### src/rtl/dec_scan_seq_if.sv
// Control/status bundle between a scan controller and the dec_scan_seq index generator.
// The sequencer takes the slave side; whoever issues start/stop and mode/div takes the master side.
interface dec_scan_seq_if #(
  parameter int DIV_W = 8
);
  logic             start;
  logic             stop;
  logic [1:0]       mode;
  logic [DIV_W-1:0] div;
  logic [2:0]       sel;
  logic             en;
  logic             busy;
  logic             wrap;
  logic             done;

  modport master (
    output start, stop, mode, div,
    input  sel, en, busy, wrap, done
  );

  modport slave (
    input  start, stop, mode, div,
    output sel, en, busy, wrap, done
  );
endinterface

### src/rtl/dec_scan_seq.sv
// Programmable 3-bit scan sequencer driving index/enable of a 3-to-8 decoder.
// Patterns: up, down, bounce and single-shot up, with a programmable dwell of div+1 cycles per index.
module dec_scan_seq #(
  parameter int DIV_W = 8
) (
  input  logic                 clk,
  input  logic                 rst,
  dec_scan_seq_if.slave        bus_if
);

  typedef enum logic {
    ST_IDLE = 1'b0,
    ST_RUN  = 1'b1
  } state_t;

  typedef enum logic [1:0] {
    MD_UP     = 2'b00,
    MD_DOWN   = 2'b01,
    MD_BOUNCE = 2'b10,
    MD_SINGLE = 2'b11
  } mode_t;

  state_t           state_q, state_d;
  logic [2:0]       sel_q, sel_d;
  logic [DIV_W-1:0] cnt_q, cnt_d;
  logic [DIV_W-1:0] div_l_q, div_l_d;
  mode_t            mode_l_q, mode_l_d;
  logic             dir_dn_q, dir_dn_d;
  logic             wrap_q, wrap_d;
  logic             done_q, done_d;
  logic             tick;

  assign tick = (state_q == ST_RUN) && (cnt_q == div_l_q);

  // Bounce turns around at the endpoints so 0 and 7 each appear for a single dwell.
  function automatic logic [3:0] bounce_step(input logic [2:0] cur, input logic dn);
    logic [2:0] nxt;
    logic       ndn;
    if (!dn) begin
      if (cur == 3'd7) begin
        nxt = 3'd6;
        ndn = 1'b1;
      end else begin
        nxt = cur + 3'd1;
        ndn = 1'b0;
      end
    end else begin
      if (cur == 3'd0) begin
        nxt = 3'd1;
        ndn = 1'b0;
      end else begin
        nxt = cur - 3'd1;
        ndn = 1'b1;
      end
    end
    return {ndn, nxt};
  endfunction

  always_ff @(posedge clk or posedge rst) begin
    if (rst) begin
      state_q  <= ST_IDLE;
      sel_q    <= 3'd0;
      cnt_q    <= '0;
      div_l_q  <= '0;
      mode_l_q <= MD_UP;
      dir_dn_q <= 1'b0;
      wrap_q   <= 1'b0;
      done_q   <= 1'b0;
    end else begin
      state_q  <= state_d;
      sel_q    <= sel_d;
      cnt_q    <= cnt_d;
      div_l_q  <= div_l_d;
      mode_l_q <= mode_l_d;
      dir_dn_q <= dir_dn_d;
      wrap_q   <= wrap_d;
      done_q   <= done_d;
    end
  end

  always_comb begin
    logic [3:0] bstep;
    state_d  = state_q;
    sel_d    = sel_q;
    cnt_d    = cnt_q;
    div_l_d  = div_l_q;
    mode_l_d = mode_l_q;
    dir_dn_d = dir_dn_q;
    wrap_d   = 1'b0;
    done_d   = 1'b0;
    bstep    = bounce_step(sel_q, dir_dn_q);

    unique case (state_q)
      ST_IDLE: begin
        if (bus_if.start && !bus_if.stop) begin
          state_d  = ST_RUN;
          mode_l_d = mode_t'(bus_if.mode);
          div_l_d  = bus_if.div;
          cnt_d    = '0;
          dir_dn_d = (bus_if.mode == MD_DOWN);
          sel_d    = (bus_if.mode == MD_DOWN) ? 3'd7 : 3'd0;
        end
      end

      ST_RUN: begin
        // stop outranks any coincident tick: sel freezes and no status pulse is issued.
        if (bus_if.stop) begin
          state_d = ST_IDLE;
          cnt_d   = '0;
        end else if (tick) begin
          cnt_d = '0;
          unique case (mode_l_q)
            MD_UP: begin
              sel_d  = sel_q + 3'd1;
              wrap_d = (sel_q == 3'd7);
            end
            MD_DOWN: begin
              sel_d  = sel_q - 3'd1;
              wrap_d = (sel_q == 3'd0);
            end
            MD_BOUNCE: begin
              sel_d    = bstep[2:0];
              dir_dn_d = bstep[3];
              wrap_d   = dir_dn_q && (sel_q == 3'd1);
            end
            MD_SINGLE: begin
              if (sel_q == 3'd7) begin
                state_d = ST_IDLE;
                done_d  = 1'b1;
              end else begin
                sel_d = sel_q + 3'd1;
              end
            end
            default: ;
          endcase
        end else begin
          cnt_d = cnt_q + DIV_W'(1);
        end
      end

      default: state_d = ST_IDLE;
    endcase
  end

  assign bus_if.sel  = sel_q;
  assign bus_if.en   = (state_q == ST_RUN);
  assign bus_if.busy = (state_q == ST_RUN);
  assign bus_if.wrap = wrap_q;
  assign bus_if.done = done_q;

endmodule

### src/flat_wrapper.sv
// flat-port wrapper written by rule: the top's interface ports become plain ports
module dec_scan_seq_flat 
#(
  parameter int DIV_W = 8
)
  (clk, rst, bus_if_start, bus_if_stop, bus_if_mode, bus_if_div, bus_if_sel, bus_if_en, bus_if_busy, bus_if_wrap, bus_if_done);
  dec_scan_seq_if #(.DIV_W(DIV_W)) bus_if_i ();
  input  logic clk;
  input  logic rst;
  input wire logic [$bits(bus_if_i.start)-1:0] bus_if_start;
  input wire logic [$bits(bus_if_i.stop)-1:0] bus_if_stop;
  input wire logic [$bits(bus_if_i.mode)-1:0] bus_if_mode;
  input wire logic [$bits(bus_if_i.div)-1:0] bus_if_div;
  output wire logic [$bits(bus_if_i.sel)-1:0] bus_if_sel;
  output wire logic [$bits(bus_if_i.en)-1:0] bus_if_en;
  output wire logic [$bits(bus_if_i.busy)-1:0] bus_if_busy;
  output wire logic [$bits(bus_if_i.wrap)-1:0] bus_if_wrap;
  output wire logic [$bits(bus_if_i.done)-1:0] bus_if_done;
  assign bus_if_i.start = bus_if_start;
  assign bus_if_i.stop = bus_if_stop;
  assign bus_if_i.mode = bus_if_mode;
  assign bus_if_i.div = bus_if_div;
  assign bus_if_sel = bus_if_i.sel;
  assign bus_if_en = bus_if_i.en;
  assign bus_if_busy = bus_if_i.busy;
  assign bus_if_wrap = bus_if_i.wrap;
  assign bus_if_done = bus_if_i.done;
  dec_scan_seq #(.DIV_W(DIV_W)) u_core (.clk(clk), .rst(rst), .bus_if(bus_if_i));
endmodule
### config.mk
export PLATFORM = sky130hd
export DESIGN_NAME = dec_scan_seq_flat
export DESIGN_NICKNAME = d
export VERILOG_FILES = /design/src/rtl/dec_scan_seq_if.sv /design/src/rtl/dec_scan_seq.sv /design/src/flat_wrapper.sv
export SDC_FILE = /design/constraint.sdc
export NUM_CORES = 1
export LEC_CHECK = 0
export ABC_AREA = 1
export ABC_CLOCK_PERIOD_IN_PS = 1730
export CORE_ASPECT_RATIO = 0.7
export CORE_MARGIN = 4
export CORE_UTILIZATION = 30
export DETAILED_ROUTE_END_ITERATION = 10
export PLACE_DENSITY = 0.59
export SKIP_CTS_REPAIR_TIMING = 1
export SYNTH_ARGS = -nofsm -noshare
export SYNTH_HDL_FRONTEND = slang
export SYNTH_SLANG_ARGS = --single-unit
### constraint.sdc
create_clock -name clk -period 1.73 [get_ports clk]
set_clock_uncertainty 0.2 [all_clocks]
set_input_delay 0.346 -clock clk [delete_from_list [all_inputs] [get_ports clk]]
set_output_delay 0.346 -clock clk [all_outputs]
set_load 0.005 [all_outputs]
Word-level counts from Yosys, hierarchy flattened. Cells that the tools add are included.

Output and inout bits: 7. ROM bits: 0. Register bits after elaboration: 25. Word-level logic and storage cells: 69. Bits in latches: 0. Memories kept: 0. Memory bits (writable): 0.

Order comparisons: 0. Bitwise operators: 1. Shift operators: 0. Reductions and logical operators: 9. Add/subtract/negate cells: 3. Mux-type cells: 36. Multipliers: 0. Div/mod/pow operators: 0. Equality and inequality tests: 12.

Operators with widths (number): $mux W3 (8); $mux W8 (3); $mux W1 (19); $pmux W8 S2 (1); $pmux W3 S4 (1); $add A8 B1 Y8 const B (1); $eq A8 B8 Y1 (1); $reduce_and A4 Y1 (2); $ne A2 B2 Y1 const B (3); $pmux W3 S2 (1); $eq A2 B1 Y1 const B (2); $eq A2 B2 Y1 const B (2); $pmux W1 S2 (2); $add A3 B1 Y3 const B (1); $eq A3 B1 Y1 const B (1); $eq A3 B3 Y1 const B (1); $logic_and A1 B1 Y1 (3); $logic_not A3 Y1 (1); $ne A3 B3 Y1 const B (1); $pmux W1 S3 (1); $sub A3 B1 Y3 const B (1); $logic_not A2 Y1 (1); $ne A2 B1 Y1 const B (1); $reduce_and A2 Y1 (1); other kinds (2) (2).

Logic depth before layout (Yosys ltp). Gate-level depths: netlist of run 1.

Depth in word-level cells: 7. Gate-level depth with buffers: 12.

Least setup slack after synthesis of run 1. OpenSTA, ideal clock, no wires.

Kind: reg2reg. From: register u_core.sel_q[0], in the netlist u_core.bus_if.sel[0]. To: register u_core.sel_q[1], in the netlist u_core.bus_if.sel[1]. Stages on the path, launching flop included: 11. Period minus slack after synthesis: 1.658 ns. Arrival time: 1.340 ns. Setup slack: 0.072 ns. Setup time: 0.118 ns. Buffers on the path: 0. Cells stage by stage: dfrtp_1 ha_1 ha_1 o21ai_0 nand2_1 nand2_1 nand2_1 nand2_1 nand2_1 nand3_1 nand2_1.

Longest elaborated chain between the ends: 7.

Ends and longest elaborated chain: from (decl) (RTL line dec_scan_seq.sv:24) `logic [2:0] sel_q, sel_d;`; from (signal assigned) (RTL line dec_scan_seq.sv:71) `sel_q <= sel_d;`; $add A3 B1 Y3, or another cell as far along (RTL line dec_scan_seq.sv:44, dec_scan_seq.sv:114, dec_scan_seq.sv:131); $mux W3, on equally long branches (RTL line dec_scan_seq.sv:40, dec_scan_seq.sv:48); $mux W3 (RTL line dec_scan_seq.sv:39) `if (!dn) begin`; $pmux W3 S4 (RTL line dec_scan_seq.sv:112) `unique case (mode_l_q)`; $mux W3 (RTL line dec_scan_seq.sv:110) `end else if (tick) begin`; $mux W3 (RTL line dec_scan_seq.sv:107) `if (bus_if.stop) begin`; $pmux W3 S2 (RTL line dec_scan_seq.sv:93) `unique case (state_q)`.

Several ways; a longest one is shown, not always the timed one. The select of a mux whose other input is x is not followed. A chain may end at the register's enable or synchronous reset.

Worst setup path in the final report of run 1. Same ends and word-level chain as after synthesis.

==> results.yml, run 1 <==
outcome:
  status: "finished, final reports clean"
global_routing:
  grtUsageTotal: 0.111
  grtUsageMet2: 0.133
  grt_max_degree: 26
  grt_busiest_layer: "met1"
  grt_pass1_vias: 1245
  antenna_found_initial: 0
  grtUsageMet1: 0.185
  overflow: 0
  grt_pass1_wl_um: 5910
  met3_usage: 0.0323
logic_synthesis:
  syn_inst: 204
  synth_area_leader_cell: "dfrtp_1"
  synthFlopType: "dfrtp_1"
  synth.most_common_cell: "nand2_1"
  synthesis.nets: 230
  synth_common_cells: "55 x nand2_1, 27 x inv_1, 25 x dfrtp_1"
  avgSynthCellArea_um2: 8.05
  syn-cell-area_um2: 1640
  synth_area_leaders: "dfrtp_1 38%, nand2_1 13%, ha_1 9.1%, inv_1 6.2%, mux2_2 4.1%"
  synth_edf_count: 0
  ys_seq_elements: 25
  ys_seq_area_frac: 0.381
  synthArstFlopShare: 1.00
  yosys.cell_types.count: 26
  yosysWarnings: 0
  synth.top_cell.area_share: 0.381
placed_design:
  portBuffers: 20
  dp_cells: 307
  dpl_cell_area_um2: 2010
  globalplace.congestion: 0.825
  dpl.hpwl_um: 2730
  dpl_worst_slack_ns: -0.113
clocking:
  cts_buffers: 3
  clkSinkCount: 25
  htreeDepth: 1
  clk_path_buf_depth: 2
  path_clk_slew_ns: 0.08
  cts-root-buf: "clkbuf_8"
  clk_latency_ns: 0.27
  cts_tree: "yes"
cells_and_area:
  fin_nets: 269
  antenna_cells: 0
  fin_area_um2: 2180
  syn_to_final_growth_pct: 32.7
  finalNonFillerCells: 314
  drive_gt1_frac: 0.240
sta:
  fin_tns_setup_ns: 0
  timing.final.crit_share: 0.999
  max_freq_ghz: 0.579
  slew_viol_final: 0
  fin_crit_ns: 1.73
  final-hold-violation-count: 0
  grt_setup_unrepaired: "true"
  fin_ws_ns: 0.00231
  tightest_slew_ns: 0.322
  relSlewSlack: 0.785
  report.final.setup_viol: 0
floorplanning:
  rows: 22
  die_area_um2: 6740
  die_height_um: 69.9
  pin_count: 21
  core_area_um2: 5260
  die_width_um: 96.4
  initial_core_util: 0.312
critical_path:
  worstPathMaxFanout: 4
  cp-end-kind: "flop"
  crit_required_ns: 1.73
  path_class: "reg -> reg"
  cp.arrival_ns: 1.73
  start_kind: "flop"
routing:
  ant_nets: 0
  drc_errors: 0
  drtPass1Iterations: 4
  routed_wirelength_um: 3680
  wl_per_cell_um: 11.7
  vias: 1376
  drt_iter0_drc: 59
  avgViaCountPerCell: 4.38
min_path:
  min_path_type: "in -> async"
power_and_ir_drop:
  ir_drop_mv: 0.375
  total_leakage_power_nw: 1.07
  power_density_nw_per_um2: 954
job:
  maxCapViolations: 0
## state kept, by name (all words and copies together) (netlist names)
name / count
u_core.cnt_q: 8
u_core.div_l_q: 8
u_core.bus_if.sel: 3
u_core.mode_l_q: 2
u_core.bus_if.busy: 1
u_core.bus_if.done: 1
u_core.bus_if.wrap: 1
u_core.dir_dn_q: 1
## critical path, stage by stage (launching register included)
cell	delay, ns
dfrtp_2	0.45
inv_1	0.10
ha_2	0.30
inv_1	0.08
nand3_1	0.06
o21ai_1	0.07
inv_1	0.05
nand2_1	0.05
nand2_1	0.04
nand2_1	0.06
nand3_1	0.11
nand2_1	0.09
## cell usage in the layout, fill, tap and decap left out, types with 5 or more instances in the layout
cell / instances
xnor2_1: 5
nand3_1: 11
buf_4: 18
inv_1: 25
mux2_2: 6
nor2_1: 11
a21oi_1: 7
ha_1: 6
dfrtp_1: 22
nand2_1: 54
clkdlybuf4s50_1: 15
o21ai_0: 6
dlymetal6s2s_1: 5
## final timing paths
path / from / end / slack (ns) / cells after the start
worst max-delay path: u_core.bus_if.sel[0] / u_core.bus_if.sel[1] / 0.002 / 11
worst min-delay path: rst / u_core.div_l_q[1] / 0.23 / 3
worst max register to register: u_core.bus_if.sel[0] / u_core.bus_if.sel[1] / 0.002 / 11
worst min register to register: u_core.div_l_q[7] / u_core.div_l_q[7] / 0.34 / 1
max in group asynchronous: rst / u_core.bus_if.sel[1] / 0.83 / 3
min in group clk: u_core.div_l_q[7] / u_core.div_l_q[7] / 0.34 / 1
## routing by layer
layer / vias to the layer above / wire, um
met5: - / 0
met4: 0 / 34
met3: 2 / 231
met2: 36 / 1430
met1: 609 / 1990
li1: 729 / -
## logic make-up after synthesis
logic type / after synthesis / share of synthesized area
AOI/OAI and AO/OA: 25 / 0.0914
xor gates and xnor gates: 9 / 0.0480
adders and majority gates: 12 / 0.0914
buffers and inverters: 35 / 0.0952
DFF: 25 / 0.381
muxes: 6 / 0.0411
and+or+nand+nor: 92 / 0.252
## area by class of cell
| type | count | area [um^2] |
|---|---|---|
| well taps | 72 | 90.1 |
| repair buffers | 38 | 348 |
| multi-input cells | 144 | 947 |
| clock buffers | 4 | 45.0 |
| flip-flops and latches | 25 | 629 |
| inverters | 31 | 121 |
| fillers | 519 | 3080 |
## metrics by stage
stage / util / hold slack, ns / power, mW
6_report: 0.415 / 0.231 / 2.08
5_1_grt: 0.415 / 0.276 / 2.26
4_1_cts: 0.391 / 0.243 / 1.91
3_5_place_dp: 0.382 / 0.324 / 1.56
3_3_place_gp: 0.382 / 0.315 / 1.56
2_1_floorplan: - / 0.173 / 1.26
## where the power goes
| group | total, mW | internal [mW] | leakage, nW | switching (mW) |
|---|---|---|---|---|
| logic | 0.969 | 0.466 | 0.730 | 0.502 |
| clock network | 0.343 | 0.165 | 0.0228 | 0.179 |
| registers | 0.769 | 0.677 | 0.315 | 0.0912 |
| total | 2.08 | 1.31 | 1.07 | 0.772 |
Power figures use the tool's default switching activity.
==> run 2, diff against run 1 <==
--- a/config.mk
+++ b/config.mk
@@ -11,7 +11,7 @@
 export CORE_MARGIN = 4
 export CORE_UTILIZATION = 30
 export DETAILED_ROUTE_END_ITERATION = 10
-export PLACE_DENSITY = 0.59
+export MAX_ROUTING_LAYER = met4
 export SKIP_CTS_REPAIR_TIMING = 1
 export SYNTH_ARGS = -nofsm -noshare
 export SYNTH_HDL_FRONTEND = slang
==> run 2 against run 1 <==
  * Global-route usage grew 0.39 points
  * Core utilization shrank 0.93 points
  * Clock power shrank 3%
  * Wire length shrank 2.2%
  * Critical path type unchanged
  * Total power shrank 6.3%
  * Largest power group unchanged
  * Combinational power shrank 11%
  * Worst hold slack gained 0.0013 ns
  * Cell area shrank 2.2%
==> results.yml, run 2 (synthesized netlist as in run 1, its figures left out) <==
sta:
  slew_viol_final: 0
  fin_ws_ns: 0.0259
  max_freq_ghz: 0.587
  final-hold-violation-count: 0
  timing.final.crit_share: 0.985
  relSlewSlack: 0.789
  report.final.setup_viol: 0
  grt_setup_unrepaired: "true"
  fin_crit_ns: 1.70
  tightest_slew_ns: 0.317
floorplanning:
  die_area_um2: 6740
  die_height_um: 69.9
  pin_count: 21
  core_area_um2: 5260
  rows: 22
  die_width_um: 96.4
  initial_core_util: 0.312
critical_path:
  timing.rr.start: "u_core.bus_if.sel[1]"
  crit_required_ns: 1.68
  reg2reg_slack_ns: 0.03
  worstPathMaxFanout: 4
  startpoint: "u_core.bus_if.sel[1]"
  start_kind: "flop"
  worstPathCellList: "ha_2 > ha_2 > o21ai_1 > nand2_1 > nand2_1 > nand2_1 > nand2_1 > nand2_1 > nand3_1 > nand2_1"
  slowest_stage: "dfrtp_1"
  path_delay_family: "simple AND/OR/NAND/NOR gates"
  cp_common_cell: "nand2_1"
  cp.arrival_ns: 1.66
  crit_buf_inv: 0
  cp-end-kind: "flop"
  path_class: "reg -> reg"
  slowest_delay_ns: 0.42
clocking:
  clk_path_buf_depth: 2
  cts-root-buf: "clkbuf_8"
  htreeDepth: 1
  clkSinkCount: 25
  path_clk_slew_ns: 0.08
  cts_tree: "yes"
  cts_buffers: 3
  clk_latency_ns: 0.26
min_path:
  min_path_type: "in -> async"
power_and_ir_drop:
  power_mw: 1.95
  p_switching_uw: 701
  ir_drop_mv: 0.305
  pwr-share-clk: 0.170
  comb_power_share: 0.440
  p_int_mw: 1.25
  power_density_nw_per_um2: 915
  total_leakage_power_nw: 1.06
  power_frac_seq: 0.390
  switching_share: 0.359
routing:
  drtPass1Iterations: 5
  drc_errors: 0
  routed_wirelength_um: 3600
  vias: 1398
  ant_nets: 0
  wl_per_cell_um: 11.4
  drt_iter0_drc: 110
  avgViaCountPerCell: 4.44
global_routing:
  grt_max_degree: 26
  grt_pass1_wl_um: 6020
  antenna_found_initial: 0
  grt_pass1_vias: 1335
  overflow: 0
  grtUsageTotal: 0.115
outcome:
  status: "finished, final reports clean"
cells_and_area:
  fillCellCount: 542
  final_cell_mix: "55 x nand2_1, 26 x inv_1, 24 x dfrtp_1"
  final_common_cell: "nand2_1"
  seq_area_um2: 627
  syn_to_final_growth_pct: 29.8
  finalNonFillerCells: 315
  drive_gt1_frac: 0.202
  antenna_cells: 0
  fin_nets: 270
  multi_input_area_um2: 896
placed_design:
  dp_cells: 309
  portBuffers: 20
  dpl.hpwl_um: 2790
  dpl_worst_slack_ns: -0.0856
  globalplace.congestion: 0.830
job:
  maxCapViolations: 0
run 2: worst min-delay path, delay by kind of cell:
family   cells  cell delay (ns)
buf+inv      3             0.75
run 2: cell type report:
| type | instances | share of cell area |
|---|---|---|
| clock buffer | 4 | 0.0211 |
| inverter | 31 | 0.0569 |
| multi-input combinational | 144 | 0.420 |
| sequential | 25 | 0.294 |
| tap | 72 | 0.0423 |
| timing repair buffer | 39 | 0.165 |
run 2: worst paths after layout:
kind                                         to  cells past startpoint
setup / recovery           u_core.bus_if.sel[1]                     10
hold / removal                u_core.div_l_q[4]                      3
setup reg to reg           u_core.bus_if.sel[1]                     10
hold reg to reg               u_core.div_l_q[7]                      1
max in group asynchronous  u_core.bus_if.sel[2]                      3
min in group clk              u_core.div_l_q[7]                      1
run 2: power groups by stage:
stage / clock, mW / sequential (mW) / combinational (mW)
after global placement: 0 / 0.769 / 0.797
after floorplan: 0 / 0.760 / 0.501
final: 0.331 / 0.761 / 0.859
after global routing: 0.381 / 0.776 / 0.976
after detailed placement: 0 / 0.772 / 0.799
after CTS: 0.349 / 0.760 / 0.807
run 2: metrics by stage:
stage | hold WS [ns] | cell area (um^2) | TNS [ns] | utilization
6_report | 0.233 | 2130 | 0 | 0.406
5_1_grt | 0.262 | 2130 | -0.243 | 0.406
4_1_cts | 0.240 | 2070 | -0.362 | 0.393
3_5_place_dp | 0.321 | 2020 | -0.719 | 0.385
3_3_place_gp | 0.313 | 2020 | -0.535 | 0.385
2_1_floorplan | 0.173 | 1640 | 0 | -
run 2: layer usage:
layer  vias up  share of wire  GRT usage
met1       621           0.55      0.174
li1        729              -          -
met5         -              0          -
met2        46           0.38      0.153
met3         2          0.056     0.0291
met4         0         0.0075     0.0249
==> run 3, diff against run 2 <==
--- a/config.mk
+++ b/config.mk
@@ -7,11 +7,12 @@
 export LEC_CHECK = 0
 export ABC_AREA = 1
 export ABC_CLOCK_PERIOD_IN_PS = 1730
-export CORE_ASPECT_RATIO = 0.7
 export CORE_MARGIN = 4
 export CORE_UTILIZATION = 30
 export DETAILED_ROUTE_END_ITERATION = 10
 export MAX_ROUTING_LAYER = met4
+export PLACE_DENSITY = 0.52
+export SETUP_SLACK_MARGIN = 0.2
 export SKIP_CTS_REPAIR_TIMING = 1
 export SYNTH_ARGS = -nofsm -noshare
 export SYNTH_HDL_FRONTEND = slang
==> run 3 against run 2 <==
  * Clock power increased by 10%
  * Sequential share of layout area decreased by 4.4 points
  * Wire length increased by 13%
  * Critical endpoint unchanged
==> results.yml, run 3 (synthesized netlist as in run 1, its figures left out) <==
routing:
  ant_nets: 0
  drtPass1Iterations: 4
  avgViaCountPerCell: 4.49
  wl_per_cell_um: 12.4
  vias: 1473
  drt_iter0_drc: 93
  drc_errors: 0
  routed_wirelength_um: 4080
floorplanning:
  rows: 26
  die_width_um: 82
  pin_count: 21
  core_area_um2: 5200
  die_height_um: 82
  die_area_um2: 6720
  initial_core_util: 0.316
cells_and_area:
  final_cell_mix: "47 x nand2_1, 27 x buf_4, 20 x inv_1, 20 x dfrtp_1, 11 x clkdlybuf4s50_1"
  antenna_cells: 0
  drive_gt1_frac: 0.415
  syn_to_final_growth_pct: 53.7
  final_common_cell: "nand2_1"
  final_util: 0.485
  fillCellCount: 508
  fin_nets: 285
  fin_area_um2: 2520
clocking:
  clk_latency_ns: 0.28
  path_clk_slew_ns: 0.10
  cts_tree: "yes"
  clk_path_buf_depth: 2
  clkSinkCount: 25
  htreeDepth: 1
  cts-root-buf: "clkbuf_8"
  cts_buffers: 3
critical_path:
  cp-end-kind: "flop"
  start_kind: "flop"
  ff2ff_path_depth: 10
  crit_path_end: "u_core.bus_if.sel[1]"
  crit_required_ns: 1.70
  reg2reg_slack_ns: 0.04
  cp.arrival_ns: 1.66
  startpoint: "u_core.bus_if.sel[0]"
  reg2reg_to: "u_core.bus_if.sel[1]"
  timing.rr.start: "u_core.bus_if.sel[0]"
  worstPathMaxFanout: 6
  path_class: "reg -> reg"
placed_design:
  dpl_cell_area_um2: 2030
  portBuffers: 20
  globalplace.congestion: 0.794
  dpl.hpwl_um: 2860
global_routing:
  grt_pass1_wl_um: 6290
  grtUsageTotal: 0.124
  overflow: 0
  grt_max_degree: 26
  antenna_found_initial: 0
  grt_pass1_vias: 1385
sta:
  slew_viol_final: 0
  relSlewSlack: 0.775
  final-hold-violation-count: 0
  max_freq_ghz: 0.590
  fin_crit_ns: 1.69
  grt_setup_unrepaired: "true"
  timing.final.crit_share: 0.979
  fin_tns_setup_ns: 0
  tightest_slew_ns: 0.338
  hold_slack_ns: 0.219
  report.final.setup_viol: 0
power_and_ir_drop:
  power_density_nw_per_um2: 887
  total_leakage_power_nw: 1.22
  ir_drop_mv: 0.398
job:
  maxCapViolations: 0
min_path:
  min_path_type: "in -> async"
outcome:
  status: "finished, final reports clean"
run 3: routing by layer:
metal  up-vias  wire (um)  GRT usage  share of wire
met2        22       2130      0.209           0.52
met1       691       1810      0.152           0.44
li1        755          -          -              -
met3         5        104     0.0143          0.025
met5         -          0          -              0
met4         0         37     0.0432         0.0091
run 3: stage by stage:
step	setup slack (ns)	power (mW)	instances
3_3_place_gp	-0.0785	1.57	302
5_1_grt	-0.0790	2.43	328
2_1_floorplan	0.188	1.31	204
4_1_cts	-0.133	1.95	306
6_report	0.0357	2.24	328
3_5_place_dp	-0.100	1.57	302
run 3: how the worst min path moves through the flow:
stage	start	endpoint	slack (ns)	depth (start not counted)
2_1_floorplan	rst	u_core.bus_if.busy	0.17	1
3_3_place_gp	u_core.div_l_q[3]	u_core.div_l_q[3]	0.31	1
3_5_place_dp	u_core.div_l_q[6]	u_core.div_l_q[6]	0.32	1
4_1_cts	rst	u_core.cnt_q[3]	0.23	3
5_1_grt	bus_if_stop	u_core.bus_if.done	0.22	3
6_report	rst	u_core.cnt_q[3]	0.22	3
run 3: where the power goes:
group | switching, mW | internal [mW]
Combinational | 0.537 | 0.545
Sequential | 0.115 | 0.678
Clock | 0.202 | 0.164
Total | 0.853 | 1.39
run 3: layout make-up:
type,count,area [um^2],area share
inverter,31,131,0.0520
multi-input combinational,144,1130,0.447
tap,70,87.6,0.0347
clock inverter,1,7.51,0.00297
sequential,25,632,0.250
timing repair inverter,1,7.51,0.00297
timing repair buffer,53,489,0.194
clock buffer,3,41.3,0.0164
run 3: critical path: stages, from the launching register on:
cell     delay, ns
dfrtp_2       0.48
ha_4          0.20
ha_4          0.19
o21ai_2       0.11
nand2_1       0.06
nand2_1       0.07
nand2_2       0.05
nand2_1       0.05
nand2_1       0.06
nand3_1       0.09
nand2_1       0.05
